[config.mk]
export PLATFORM = sky130hd
export DESIGN_NAME = led_frame_sequencer_flat
export DESIGN_NICKNAME = d
export VERILOG_FILES = /design/src/rtl/led_pkg.sv /design/src/rtl/led_frame_sequencer_if.sv /design/src/rtl/led_scale.sv /design/src/rtl/led_frame_sequencer.sv /design/src/flat_wrapper.sv
export SDC_FILE = /design/constraint.sdc
export NUM_CORES = 1
export LEC_CHECK = 0
export ABC_AREA = 0
export ABC_CLOCK_PERIOD_IN_PS = 3100
export BUFFER_PORTS_ARGS = -buffer_cell sky130_fd_sc_hd__buf_2
export CAP_MARGIN = 20
export CELL_PAD_IN_SITES_DETAIL_PLACEMENT = 1
export CELL_PAD_IN_SITES_GLOBAL_PLACEMENT = 1
export CORE_MARGIN = 10
export CORE_UTILIZATION = 40
export DETAILED_ROUTE_END_ITERATION = 10
export GPL_ROUTABILITY_DRIVEN = 0
export PLACE_DENSITY = 0.91
export SYNTH_ARGS = -nofsm -noshare
export SYNTH_HDL_FRONTEND = slang
export SYNTH_HIERARCHICAL = 1
export SYNTH_SLANG_ARGS = --single-unit
[constraint.sdc]
create_clock -name clock -period 3.1 [get_ports clock]
set_input_delay 0.31 -clock clock [delete_from_list [all_inputs] [get_ports clock]]
set_output_delay 0.31 -clock clock [all_outputs]
set_load 0.05 [all_outputs]
[src/rtl/led_pkg.sv]
// Shared types and constants for the LED frame sequencer.
package led_pkg;

  localparam int LED_CHAN_W = 8;
  localparam int LED_WORD_W = 32;

  typedef enum logic [2:0] {
    S_IDLE,
    S_FETCH,
    S_WAIT,
    S_SEND,
    S_LATCH
  } led_state_e;

  // Ceiling log2; returns 0 for n <= 1, so callers clamp to at least one bit.
  function automatic int clog2(input int n);
    int w;
    w = 0;
    for (int v = n - 1; v > 0; v = v >> 1) w++;
    return w;
  endfunction

endpackage

[src/rtl/led_frame_sequencer_if.sv]
// Valid/ready word stream from the frame sequencer to the bit serializer.
interface led_frame_sequencer_if;
  import led_pkg::*;

  logic [LED_WORD_W-1:0] m_tdata;
  logic                  m_tvalid;
  logic                  m_tready;
  logic                  m_tlast;

  modport master (output m_tdata, output m_tvalid, output m_tlast, input m_tready);
  modport slave  (input m_tdata, input m_tvalid, input m_tlast, output m_tready);

endinterface

[src/rtl/led_scale.sv]
// Global brightness scaling: each channel becomes bits [15:8] of c*(brightness+1).
module led_scale
  import led_pkg::*;
(
  input  logic [3*LED_CHAN_W-1:0] pix_i,
  input  logic [LED_CHAN_W-1:0]   bright_i,
  output logic [3*LED_CHAN_W-1:0] pix_o
);

  // brightness+1 needs nine bits so that 255 maps to a gain of exactly 256.
  logic [LED_CHAN_W:0] gain;
  assign gain = {1'b0, bright_i} + {{LED_CHAN_W{1'b0}}, 1'b1};

  for (genvar c = 0; c < 3; c++) begin : g_chan
    assign pix_o[c*LED_CHAN_W +: LED_CHAN_W] = LED_CHAN_W'(
      ({{LED_CHAN_W{1'b0}}, pix_i[c*LED_CHAN_W +: LED_CHAN_W]} *
       {{(LED_CHAN_W-1){1'b0}}, gain}) >> LED_CHAN_W);
  end

endmodule

[src/rtl/led_frame_sequencer.sv]
// Frame-level controller: fetches one colour word per LED from the pixel RAM,
// streams it to the serializer, enforces the strip latch gap and re-triggers on
// start or on the auto-refresh timer.
// Optional feature: define LED_BRIGHTNESS_EN to scale colours by `brightness`.
module led_frame_sequencer
  import led_pkg::*;
#(
  parameter int NUM_LEDS       = 64,
  parameter int LATCH_CYCLES   = 6000,
  parameter int REFRESH_CYCLES = 1666666
) (
  input  logic                  clock,
  input  logic                  resetn,
  input  logic                  start,
  input  logic                  auto_en,
  input  logic [LED_CHAN_W-1:0] brightness,
  output logic                  rd_en,
  output logic [8:0]            rd_addr,
  input  logic [LED_WORD_W-1:0] rd_data,
  led_frame_sequencer_if.master m,
  output logic                  busy,
  output logic                  frame_done
);

  localparam int IDX_W = (clog2(NUM_LEDS) < 1) ? 1 : clog2(NUM_LEDS);
  localparam int LAT_W = (clog2(LATCH_CYCLES) < 1) ? 1 : clog2(LATCH_CYCLES);
  localparam int TMR_W = (clog2(REFRESH_CYCLES) < 1) ? 1 : clog2(REFRESH_CYCLES);

  localparam logic [IDX_W-1:0] LAST_IDX   = IDX_W'(NUM_LEDS - 1);
  localparam logic [LAT_W-1:0] LAT_END    = LAT_W'(LATCH_CYCLES - 1);
  localparam logic [LAT_W-1:0] LAT_PRE    = LAT_W'(LATCH_CYCLES - 2);
  localparam logic [TMR_W-1:0] TMR_RELOAD = TMR_W'(REFRESH_CYCLES - 1);

  led_state_e             state_q;
  logic [IDX_W-1:0]       idx_q;
  logic [LAT_W-1:0]       lat_q;
  logic [TMR_W-1:0]       tmr_q;
  logic                   pend_q, pend_d;
  logic                   pend_tmr_q, pend_tmr_d;
  logic                   rd_en_q;
  logic [3*LED_CHAN_W-1:0] tdata_q;
  logic                   tvalid_q;
  logic                   tlast_q;
  logic                   done_q;

  logic                   tmr_expired;
  logic                   trigger;
  logic                   pend_live;
  logic                   latch_end;
  logic                   frame_start;
  logic [3*LED_CHAN_W-1:0] pix_scaled;

`ifdef LED_BRIGHTNESS_EN
  led_scale u_scale (
    .pix_i    (rd_data[3*LED_CHAN_W-1:0]),
    .bright_i (brightness),
    .pix_o    (pix_scaled)
  );
  logic unused_bits;
  assign unused_bits = ^rd_data[LED_WORD_W-1:3*LED_CHAN_W];
`else
  assign pix_scaled = rd_data[3*LED_CHAN_W-1:0];
  logic unused_bits;
  assign unused_bits = ^{brightness, rd_data[LED_WORD_W-1:3*LED_CHAN_W]};
`endif

  // A start and a timer expiry in the same cycle merge into one trigger.
  assign tmr_expired = (tmr_q == '0);
  assign trigger     = start | (tmr_expired & auto_en);
  // A timer-generated pending request is withdrawn as soon as auto_en drops.
  assign pend_live   = pend_q & ~(pend_tmr_q & ~auto_en);
  assign latch_end   = (state_q == S_LATCH) && (lat_q == LAT_END);
  assign frame_start = (trigger | pend_live) & ((state_q == S_IDLE) | latch_end);

  // Next state of the one-deep pending-trigger flag.
  always_comb begin
    // NOTE: every output of a combinational block gets a default first, so no
    // path leaves it unassigned and no latch is inferred.
    pend_d     = pend_live;
    pend_tmr_d = pend_live & pend_tmr_q;
    if (frame_start) begin
      pend_d     = 1'b0;
      pend_tmr_d = 1'b0;
    end else if ((state_q != S_IDLE) && trigger) begin
      pend_d     = 1'b1;
      // A start promotes a timer-made request so auto_en cannot cancel it.
      pend_tmr_d = pend_live ? (pend_tmr_q & ~start) : ~start;
    end
  end

  // Pending flag and free-running refresh timer, reloaded at every frame start.
  // NOTE: asynchronous active-low reset; the reset branch must only load constants.
  always_ff @(posedge clock or negedge resetn) begin
    if (!resetn) begin
      pend_q     <= 1'b0;
      pend_tmr_q <= 1'b0;
      tmr_q      <= TMR_RELOAD;
    end else begin
      // NOTE: sequential state uses non-blocking assignments only, so every
      // flop samples the pre-edge values regardless of statement order.
      pend_q     <= pend_d;
      pend_tmr_q <= pend_tmr_d;
      tmr_q      <= (frame_start || tmr_expired) ? TMR_RELOAD : tmr_q - TMR_W'(1);
    end
  end

  // Frame FSM with registered RAM strobe, stream outputs and done pulse.
  always_ff @(posedge clock or negedge resetn) begin
    if (!resetn) begin
      state_q  <= S_IDLE;
      idx_q    <= '0;
      lat_q    <= '0;
      rd_en_q  <= 1'b0;
      tdata_q  <= '0;
      tvalid_q <= 1'b0;
      tlast_q  <= 1'b0;
      done_q   <= 1'b0;
    end else begin
      rd_en_q <= 1'b0;
      done_q  <= 1'b0;
      unique case (state_q)
        S_IDLE: begin
          if (frame_start) begin
            state_q <= S_FETCH;
            idx_q   <= '0;
            rd_en_q <= 1'b1;
          end
        end
        S_FETCH: state_q <= S_WAIT;
        S_WAIT: begin
          state_q  <= S_SEND;
          tdata_q  <= pix_scaled;
          tvalid_q <= 1'b1;
          tlast_q  <= (idx_q == LAST_IDX);
        end
        S_SEND: begin
          if (m.m_tready) begin
            tvalid_q <= 1'b0;
            tlast_q  <= 1'b0;
            if (idx_q == LAST_IDX) begin
              state_q <= S_LATCH;
              lat_q   <= '0;
              done_q  <= (LATCH_CYCLES == 1);
            end else begin
              state_q <= S_FETCH;
              idx_q   <= idx_q + IDX_W'(1);
              rd_en_q <= 1'b1;
            end
          end
        end
        S_LATCH: begin
          if (lat_q == LAT_END) begin
            if (frame_start) begin
              state_q <= S_FETCH;
              idx_q   <= '0;
              rd_en_q <= 1'b1;
            end else begin
              state_q <= S_IDLE;
            end
          end else begin
            lat_q  <= lat_q + LAT_W'(1);
            // Raised one cycle early so the registered pulse lines up with the
            // last latch-gap cycle.
            done_q <= (LATCH_CYCLES >= 2) && (lat_q == LAT_PRE);
          end
        end
        default: state_q <= S_IDLE;
      endcase
    end
  end

  assign rd_en      = rd_en_q;
  assign rd_addr    = 9'(idx_q);
  assign m.m_tdata  = {{(LED_WORD_W-3*LED_CHAN_W){1'b0}}, tdata_q};
  assign m.m_tvalid = tvalid_q;
  assign m.m_tlast  = tlast_q;
  assign busy       = (state_q != S_IDLE);
  assign frame_done = done_q;

endmodule

[src/flat_wrapper.sv]
// flat-port wrapper written by rule: the top's interface ports become plain ports
module led_frame_sequencer_flat import led_pkg::*;
#(
  parameter int NUM_LEDS       = 64,
  parameter int LATCH_CYCLES   = 6000,
  parameter int REFRESH_CYCLES = 1666666
)
  (clock, resetn, start, auto_en, brightness, rd_en, rd_addr, rd_data, busy, frame_done, m_m_tdata, m_m_tvalid, m_m_tlast, m_m_tready);
  led_frame_sequencer_if m_i ();
  input  logic clock;
  input  logic resetn;
  input  logic start;
  input  logic auto_en;
  input  logic [LED_CHAN_W-1:0] brightness;
  output logic rd_en;
  output logic [8:0] rd_addr;
  input  logic [LED_WORD_W-1:0] rd_data;
  output logic busy;
  output logic frame_done;
  output wire logic [$bits(m_i.m_tdata)-1:0] m_m_tdata;
  output wire logic [$bits(m_i.m_tvalid)-1:0] m_m_tvalid;
  output wire logic [$bits(m_i.m_tlast)-1:0] m_m_tlast;
  input wire logic [$bits(m_i.m_tready)-1:0] m_m_tready;
  assign m_m_tdata = m_i.m_tdata;
  assign m_m_tvalid = m_i.m_tvalid;
  assign m_m_tlast = m_i.m_tlast;
  assign m_i.m_tready = m_m_tready;
  led_frame_sequencer #(.NUM_LEDS(NUM_LEDS), .LATCH_CYCLES(LATCH_CYCLES), .REFRESH_CYCLES(REFRESH_CYCLES)) u_core (.clock(clock), .resetn(resetn), .start(start), .auto_en(auto_en), .brightness(brightness), .rd_en(rd_en), .rd_addr(rd_addr), .rd_data(rd_data), .m(m_i), .busy(busy), .frame_done(frame_done));
endmodule
==> run summary, run 1 <==
status -> finished clean
via/cell ratio -> 5.379
clk slew on worst S/H paths -> 80 ps
# diodes -> 0
ANT nets after route -> 0
Die W -> 113.0 µm
Netlist cell types -> 51
Hold Buf Count CTS -> 0
input/output buffers -> 63
clk root buf -> clkbuf_8
drt drc -> 0
Tmin final -> 2340 ps
post-CTS setup repair buffer count -> 0
internal power -> 2360 µW
Total Routed Length -> 9827 µm
fill cell count -> 912
Slew HR -> 30.26%
ys async rst share -> 100.0%
Wirelength per Cell -> 19.81 µm
maximum number of pins on one net before global-route repair -> 39
synthesized instance count -> 316
unrepaired setup endpoints after global routing -> no
crit path kind -> reg2reg
final setup TNS -> 0 ps
Fin. Hold Viols -> 0
# rows -> 33
TritonCTS Sinks -> 73
setup violators final -> 0
first-pass GRT wire length -> 16070 µm
Critical Path RT -> 3320 ps
Crit Reg-Reg Endpoint -> u_core/pend_tmr_q
type of the worst min-delay path -> in2async
Peak VDD IR -> 281.0 µV
period utilization -> 75.50%
Flop pwr share -> 36.2%
crit path max fanout -> 5
yosys warns -> 6
Critical Path End -> u_core/pend_tmr_q
worst-margin pin slew -> 1044 ps
fin cells -> 496
Yosys top cell by area -> dfrtp_1
CTS-repair resized insts -> 0
clk_lat worst skew -> 340 ps
fmax -> 0.4273 GHz
skew final -> 13.30 ps
gr usage total -> 15.40%
die extent in y -> 113.0 µm
Max Buffers Root-to-Sink -> 2
Static Leak -> 0.001778 µW
core area -> 0.008299 mm²
total CTS buffers -> 9
CP Launch Type -> flop
layout net count -> 436
PwrDens -> 1058 mW/mm²
Worst Setup SP -> u_core/tmr_q[4]
placed cell area -> 0.003871 mm²
CTS tree -> done
Worst Reg-to-Reg Cells -> 5
sw frac -> 45.69%
flop2flop setup slack -> 760 ps
DRT iter0 DRCs -> 195
grt ovf -> 0
Starting Density -> 41.72%
Net Switching -> 1985 µW
dominant cells by area after synthesis -> dfrtp_1 44%, dfstp_2 9.1%, mux2_2 8.1%
io pins -> 91
vias in the first global route -> 3089
Via Count -> 2668
FF-to-FF Start -> u_core/tmr_q[4]
Die ar. -> 0.01278 mm²
share of cells above drive strength 1 -> 32.48%
final instance area -> 0.004106 mm²
max cap viols -> 0
DP HPWL -> 7184 µm
#FFs+latches synth -> 73
Pre-antenna DRT Iters -> 4
fin. max-slew vios -> 0
register area share after synthesis -> 53.20%
DP Cell Count -> 480
Critical Path End Type -> flop
Area growth syn-to-layout -> 18.61%
Netlist Area Pre-Place -> 0.003462 mm²
H-tree levels -> 3
Clk pwr share -> 20.6%
worst endpoint data arrival time -> 2560 ps
Yosys top cell area share -> 44.09%
initial antenna violation count -> 0
Avg Inst Size Synth -> 10.96 µm²
number of enable flip-flop cells after synthesis -> 0
main flop type after synthesis -> dfrtp_1
power share of the combinational group -> 43.2%
worst min path at each step:
stage,end,slack (ps),cells after the start
2_1_floorplan,u_core/frame_done,10,0
3_3_place_gp,u_core/lat_q[2],440,1
3_5_place_dp,u_core/lat_q[2],460,1
4_1_cts,u_core/lat_q[2],80,1
5_1_grt,u_core/lat_q[1],120,1
6_report,u_core/frame_done,70,1
cell usage in the layout (no fill, tap or decap), types with 2 or more instances in the layout:
master     instances
bufinv_16          3
and3_1             3
buf_2             63
or3_1              2
mux2_2            25
a31oi_1            2
o21bai_1           2
nor2b_1            2
nand3b_1           3
xor2_1             9
conb_1            11
o31ai_1            3
nor3_1             5
clkbuf_1           2
inv_1             11
nand2_1           25
o22ai_1            2
a41oi_1            3
nor4_1             9
nor4b_1            3
o21ai_0            8
dfrtp_1           61
clkbuf_8           9
nor3_2             2
nor3b_1            3
xnor2_1           16
ha_1               5
a21oi_1            4
mux2i_1            2
nand4_1            4
dfstp_2           12
nand3_1           16
nor2_1            36
buf_4              3
metal layers:
metal | global-route usage [%] | up-vias | wire [µm]
met5 | 0 | - | 0
met4 | 6.853 | 0 | 216
met2 | 27.46 | 88 | 5044
li1 | - | 1222 | -
met3 | 4.385 | 16 | 606
met1 | 16.52 | 1342 | 3959
layout make-up:
class,instances,area (µm²),share of cell area (%)
clock buffer,11,131.4,3.199
clock inverter,5,103.9,2.529
inverter,11,41.29,1.005
multi-input combinational,224,1499,36.50
sequential,73,1842,44.85
tap,105,131.4,3.199
timing repair buffer,67,357.8,8.714
through the flow:
stage                     hold WS (ps)  power [µW]  setup WS [ps]  utilization (%)
after global routing             116.5        4575          553.6            49.48
after detailed placement         462.8        3465          761.4            46.65
after CTS                        75.24        4389          758.2            49.48
after global placement           437.9        3324          864.4            46.65
after floorplan                  14.41        2936          928.1                -
final                            68.09        4345          759.6            49.48
flip-flops by register name (all words and copies together), names as in the netlist:
name / count
u_core/m.m_tvalid: 1
u_core/rd_en: 1
u_core/idx_q: 6
u_core/pend_q: 1
u_core/tdata_q: 24
u_core/state_q: 3
u_core/tmr_q: 21
u_core/lat_q: 13
u_core/m.m_tlast: 1
u_core/pend_tmr_q: 1
u_core/frame_done: 1
cells by family (layout without fill, tap and decap cells):
kind of cell	count (synthesis)	count (layout)	synth area share [%]
simple gates	124	124	19.05
flops	73	73	53.20
compound gates	32	32	6.144
buf+inv	29	94	4.662
mux	27	27	8.710
xor+xnor	25	25	6.325
fa+ha+maj	5	5	1.807
other cells	1	11	0.1083
worst max-delay path, stage by stage, from the launching register on:
cell     delay [ps]
dfrtp_1         440
nor4_1          630
nand4_1         250
or2_2           390
o21ai_0         180
nor4b_1         320
power groups by stage:
stage               combinational, µW  sequential [µW]  clock [µW]
global placement                 1790             1530           0
global route                     2000             1620         958
finish                           1880             1570         894
CTS                              1900             1580         917
floorplan                         686             2250           0
detailed placement               1880             1590           0
Yosys cell counts, types with 4 or more instances:
cell / count
inv_1: 11
nand2_1: 25
xor2_1: 9
nand3_1: 16
mux2_2: 25
dfstp_2: 12
dfrtp_1: 61
nor4_1: 9
o21ai_0: 8
ha_1: 5
nor3_1: 5
xnor2_1: 16
a21oi_1: 4
buf_4: 11
nor2_1: 36
nand4_1: 4
(Power assumes the default switching activity.)
==> run 2: changes to the inputs <==
--- a/config.mk
+++ b/config.mk
@@ -5,8 +5,8 @@
 export SDC_FILE = /design/constraint.sdc
 export NUM_CORES = 1
 export LEC_CHECK = 0
-export ABC_AREA = 0
-export ABC_CLOCK_PERIOD_IN_PS = 3100
+export ABC_AREA = 1
+export ABC_CLOCK_PERIOD_IN_PS = 2400
 export BUFFER_PORTS_ARGS = -buffer_cell sky130_fd_sc_hd__buf_2
 export CAP_MARGIN = 20
 export CELL_PAD_IN_SITES_DETAIL_PLACEMENT = 1
==> constraint.sdc (replaced) <==
create_clock -name clock -period 2.4 [get_ports clock]
set_input_delay 0.24 -clock clock [delete_from_list [all_inputs] [get_ports clock]]
set_output_delay 0.24 -clock clock [all_outputs]
set_load 0.05 [all_outputs]
==> run 2 against run 1 <==
  * Via count is 15% higher
  * Clock skew hardly changed
  * Combinational power increased by 47%
  * Die area up 7.3%
  * Largest power group unchanged
  * Highest routed layer unchanged
  * Synthesized cell count is 27% higher
  * Clock-buffer cell count fell by 2
==> run summary, run 2 <==
Clk pwr share -> 16.4% (-4.2 points)
input/output buffers -> 63 (unchanged)
clk slew on worst S/H paths -> 90 ps (about the same)
PwrDens -> 1283 mW/mm² (+21%)
clk root buf -> clkbuf_8
first-pass GRT wire length -> 16570 µm (+3.1%)
most frequent cell after synthesis -> nand2_1
fmax -> 0.4800 GHz (+12%)
Tmin final -> 2083 ps (-257.2 ps)
status -> finished clean
Yosys top cell by area -> dfrtp_1
CTS tree -> done
Critical Path RT -> 2660 ps (-660 ps)
flop2flop setup slack -> 320 ps (-440 ps)
Critical Path End Type -> flop
Area growth syn-to-layout -> 15.80%
DP HPWL -> 7467 µm (+3.9%)
Netlist cell types -> 37 (-27%)
worst hold path depth -> 2
register area share after synthesis -> 48.87% (-4.3 points)
Wirelength per Cell -> 17.22 µm (-13%)
via/cell ratio -> 5.209 (-3.2%)
multi-input logic area -> 0.001709 mm² (+14%)
main flop type after synthesis -> dfrtp_1
Netlist Area Pre-Place -> 0.003769 mm² (+8.9%)
setup violators final -> 0 (unchanged)
fin. max-slew vios -> 0 (unchanged)
CP Launch Type -> flop
H-tree levels -> 3 (unchanged)
DRT iter0 DRCs -> 163 (-16%)
Peak VDD IR -> 845.1 µV (+200%)
Commonest cells post-synth -> 67 x nand2_1, 61 x dfrtp_1, 51 x nor2_1
layout net count -> 522 (+20%)
skew final -> 13.16 ps (-0.1363 ps)
post-CTS setup repair buffer count -> 0 (unchanged)
Die ar. -> 0.01370 mm² (+7.3%)
total CTS buffers -> 9 (unchanged)
die extent in y -> 117.1 µm (+3.6%)
clk_lat worst skew -> 350 ps (about the same)
crit path kind -> reg2reg
placed cell area -> 0.004167 mm² (+7.6%)
ys async rst share -> 100.0% (unchanged)
Net Switching -> 2779 µW (+40%)
drt drc -> 0 (unchanged)
TritonCTS Sinks -> 73 (unchanged)
CTS-repair resized insts -> 0 (unchanged)
gr usage total -> 15.12% (-0.28 points)
final instance area -> 0.004364 mm² (+6.3%)
unrepaired setup endpoints after global routing -> no
total power draw -> 5600 µW (+29%)
max cap viols -> 0 (unchanged)
Die W -> 117.1 µm (+3.6%)
Largest regs -> u_core/tdata_q: 24 flops, u_core/tmr_q: 21 flops, u_core/lat_q: 13 flops
synthesized instance count -> 400 (+27%)
Yosys top cell area share -> 40.50% (-3.6 points)
Starting Density -> 40.98% (-0.74 points)
Via Count -> 3068 (+15%)
Largest Register -> u_core/tdata_q
fin cells -> 589 (+19%)
initial antenna violation count -> 1 (+1)
crit path max fanout -> 15 (+10)
ANT nets after route -> 0 (unchanged)
yosys warns -> 6 (unchanged)
power share of the combinational group -> 49.3% (+6.1 points)
most common cell after layout, fill and taps aside -> nand2_1
period utilization -> 86.80% (+11 points)
final setup TNS -> 0 ps (unchanged)
Hold EP -> u_core/tdata_q[3]
Hold Startpoint -> rd_data[3]
Pre-antenna DRT Iters -> 4 (unchanged)
io pins -> 91 (unchanged)
Hold Buf Count CTS -> 1 (+1)
max reg flops -> 24 (unchanged)
share of cells above drive strength 1 -> 32.29% (-0.20 points)
# rows -> 35 (+6.1%)
Fin. Hold Viols -> 0 (unchanged)
commonest non-fill, non-tap cells in the layout -> 67 x nand2_1, 63 x buf_2, 61 x dfrtp_1
Static Leak -> 0.001933 µW (+8.8%)
dominant cells by area after synthesis -> dfrtp_1 41%, dfstp_2 8.4%, mux2_2 7.2%
Total Routed Length -> 10150 µm (+3.2%)
number of enable flip-flop cells after synthesis -> 0 (unchanged)
worst endpoint data arrival time -> 2350 ps (-210 ps)
Crit Reg-Reg Endpoint -> u_core/lat_q[11]
type of the worst min-delay path -> in2reg
Flop pwr share -> 34.3% (-1.9 points)
Avg Inst Size Synth -> 9.422 µm² (-14%)
Max Buffers Root-to-Sink -> 2 (unchanged)
#FFs+latches synth -> 73 (unchanged)
FF-to-FF Start -> u_core/lat_q[0]
vias in the first global route -> 3471 (+12%)
internal power -> 2821 µW (+20%)
register area -> 0.001842 mm² (unchanged)
grt ovf -> 0 (unchanged)
DP Cell Count -> 571 (+19%)
fill cell count -> 1097 (+20%)
Worst Reg-to-Reg Cells -> 9 (+4)
sw frac -> 49.62% (+3.9 points)
core area -> 0.009196 mm² (+11%)
maximum number of pins on one net before global-route repair -> 74 (+90%)
-- run 2: stage by stage --
| stage | hold slack [ps] | utilization [%] | worst slack, ps |
|---|---|---|---|
| after floorplan | -55.59 | - | 507.4 |
| after global placement | 296.4 | 45.31 | 526.5 |
| after detailed placement | 307.7 | 45.31 | 411.0 |
| after CTS | 101.5 | 47.43 | 378.6 |
| after global routing | 97.32 | 47.46 | 163.4 |
| final | 112.6 | 47.46 | 316.8 |
-- run 2: cells by family after synthesis --
group	share of synthesized area [%]
adder cells (fa/ha/maj)	1.660
other	0.09951
XOR/XNOR	5.113
multiplexers	7.171
buffers and inverters	6.773
AND/OR/NAND/NOR	25.30
AO/OA/AOI/OAI	5.014
flip-flops	48.87
-- run 2: worst max path at each step --
stage | start | endpoint | cells past startpoint
detailed placement | u_core/lat_q[0] | u_core/lat_q[4] | 10
global placement | u_core/lat_q[0] | u_core/lat_q[3] | 10
floorplan | u_core/idx_q[0] | u_core/idx_q[3] | 8
global route | u_core/lat_q[0] | u_core/lat_q[3] | 10
CTS | u_core/lat_q[0] | u_core/lat_q[11] | 9
finish | u_core/lat_q[0] | u_core/lat_q[11] | 9
-- run 2: power by group through the flow --
stage	combinational, µW	clock (µW)	sequential [µW]
2_1_floorplan	1260	0	2790
3_3_place_gp	2640	0	1900
3_5_place_dp	2750	0	1940
4_1_cts	2780	939	1920
5_1_grt	2960	1000	1980
6_report	2760	916	1920
-- run 2: worst max-delay path, cell delays in order (launching register included) --
cell and delay (ps):
dfrtp_1 500, ha_1 380, nand2_2 110, clkinv_2 100
nand3_2 120, nand2_2 140, nand2_2 90, o21ai_4 190
inv_2 170, o21ai_1 190
-- run 2: area by class of cell --
cell class / count / share of cell area (%)
Clock buffer: 9 / 2.838
Sequential cell: 73 / 42.20
Inverter: 32 / 2.896
Timing Repair Buffer: 67 / 8.257
Multi-Input combinational cell: 289 / 39.16
Antenna cell: 1 / 0.05734
Tap cell: 111 / 3.182
Clock inverter: 7 / 1.405
-- run 2: layer usage --
metal / up-vias / part of all wire, % / track usage, %
li1: 1430 / - / -
met1: 1545 / 41 / 16.78
met2: 71 / 52 / 26.55
met3: 22 / 4.7 / 3.823
met4: 0 / 2.4 / 7.084
met5: - / 0 / 0
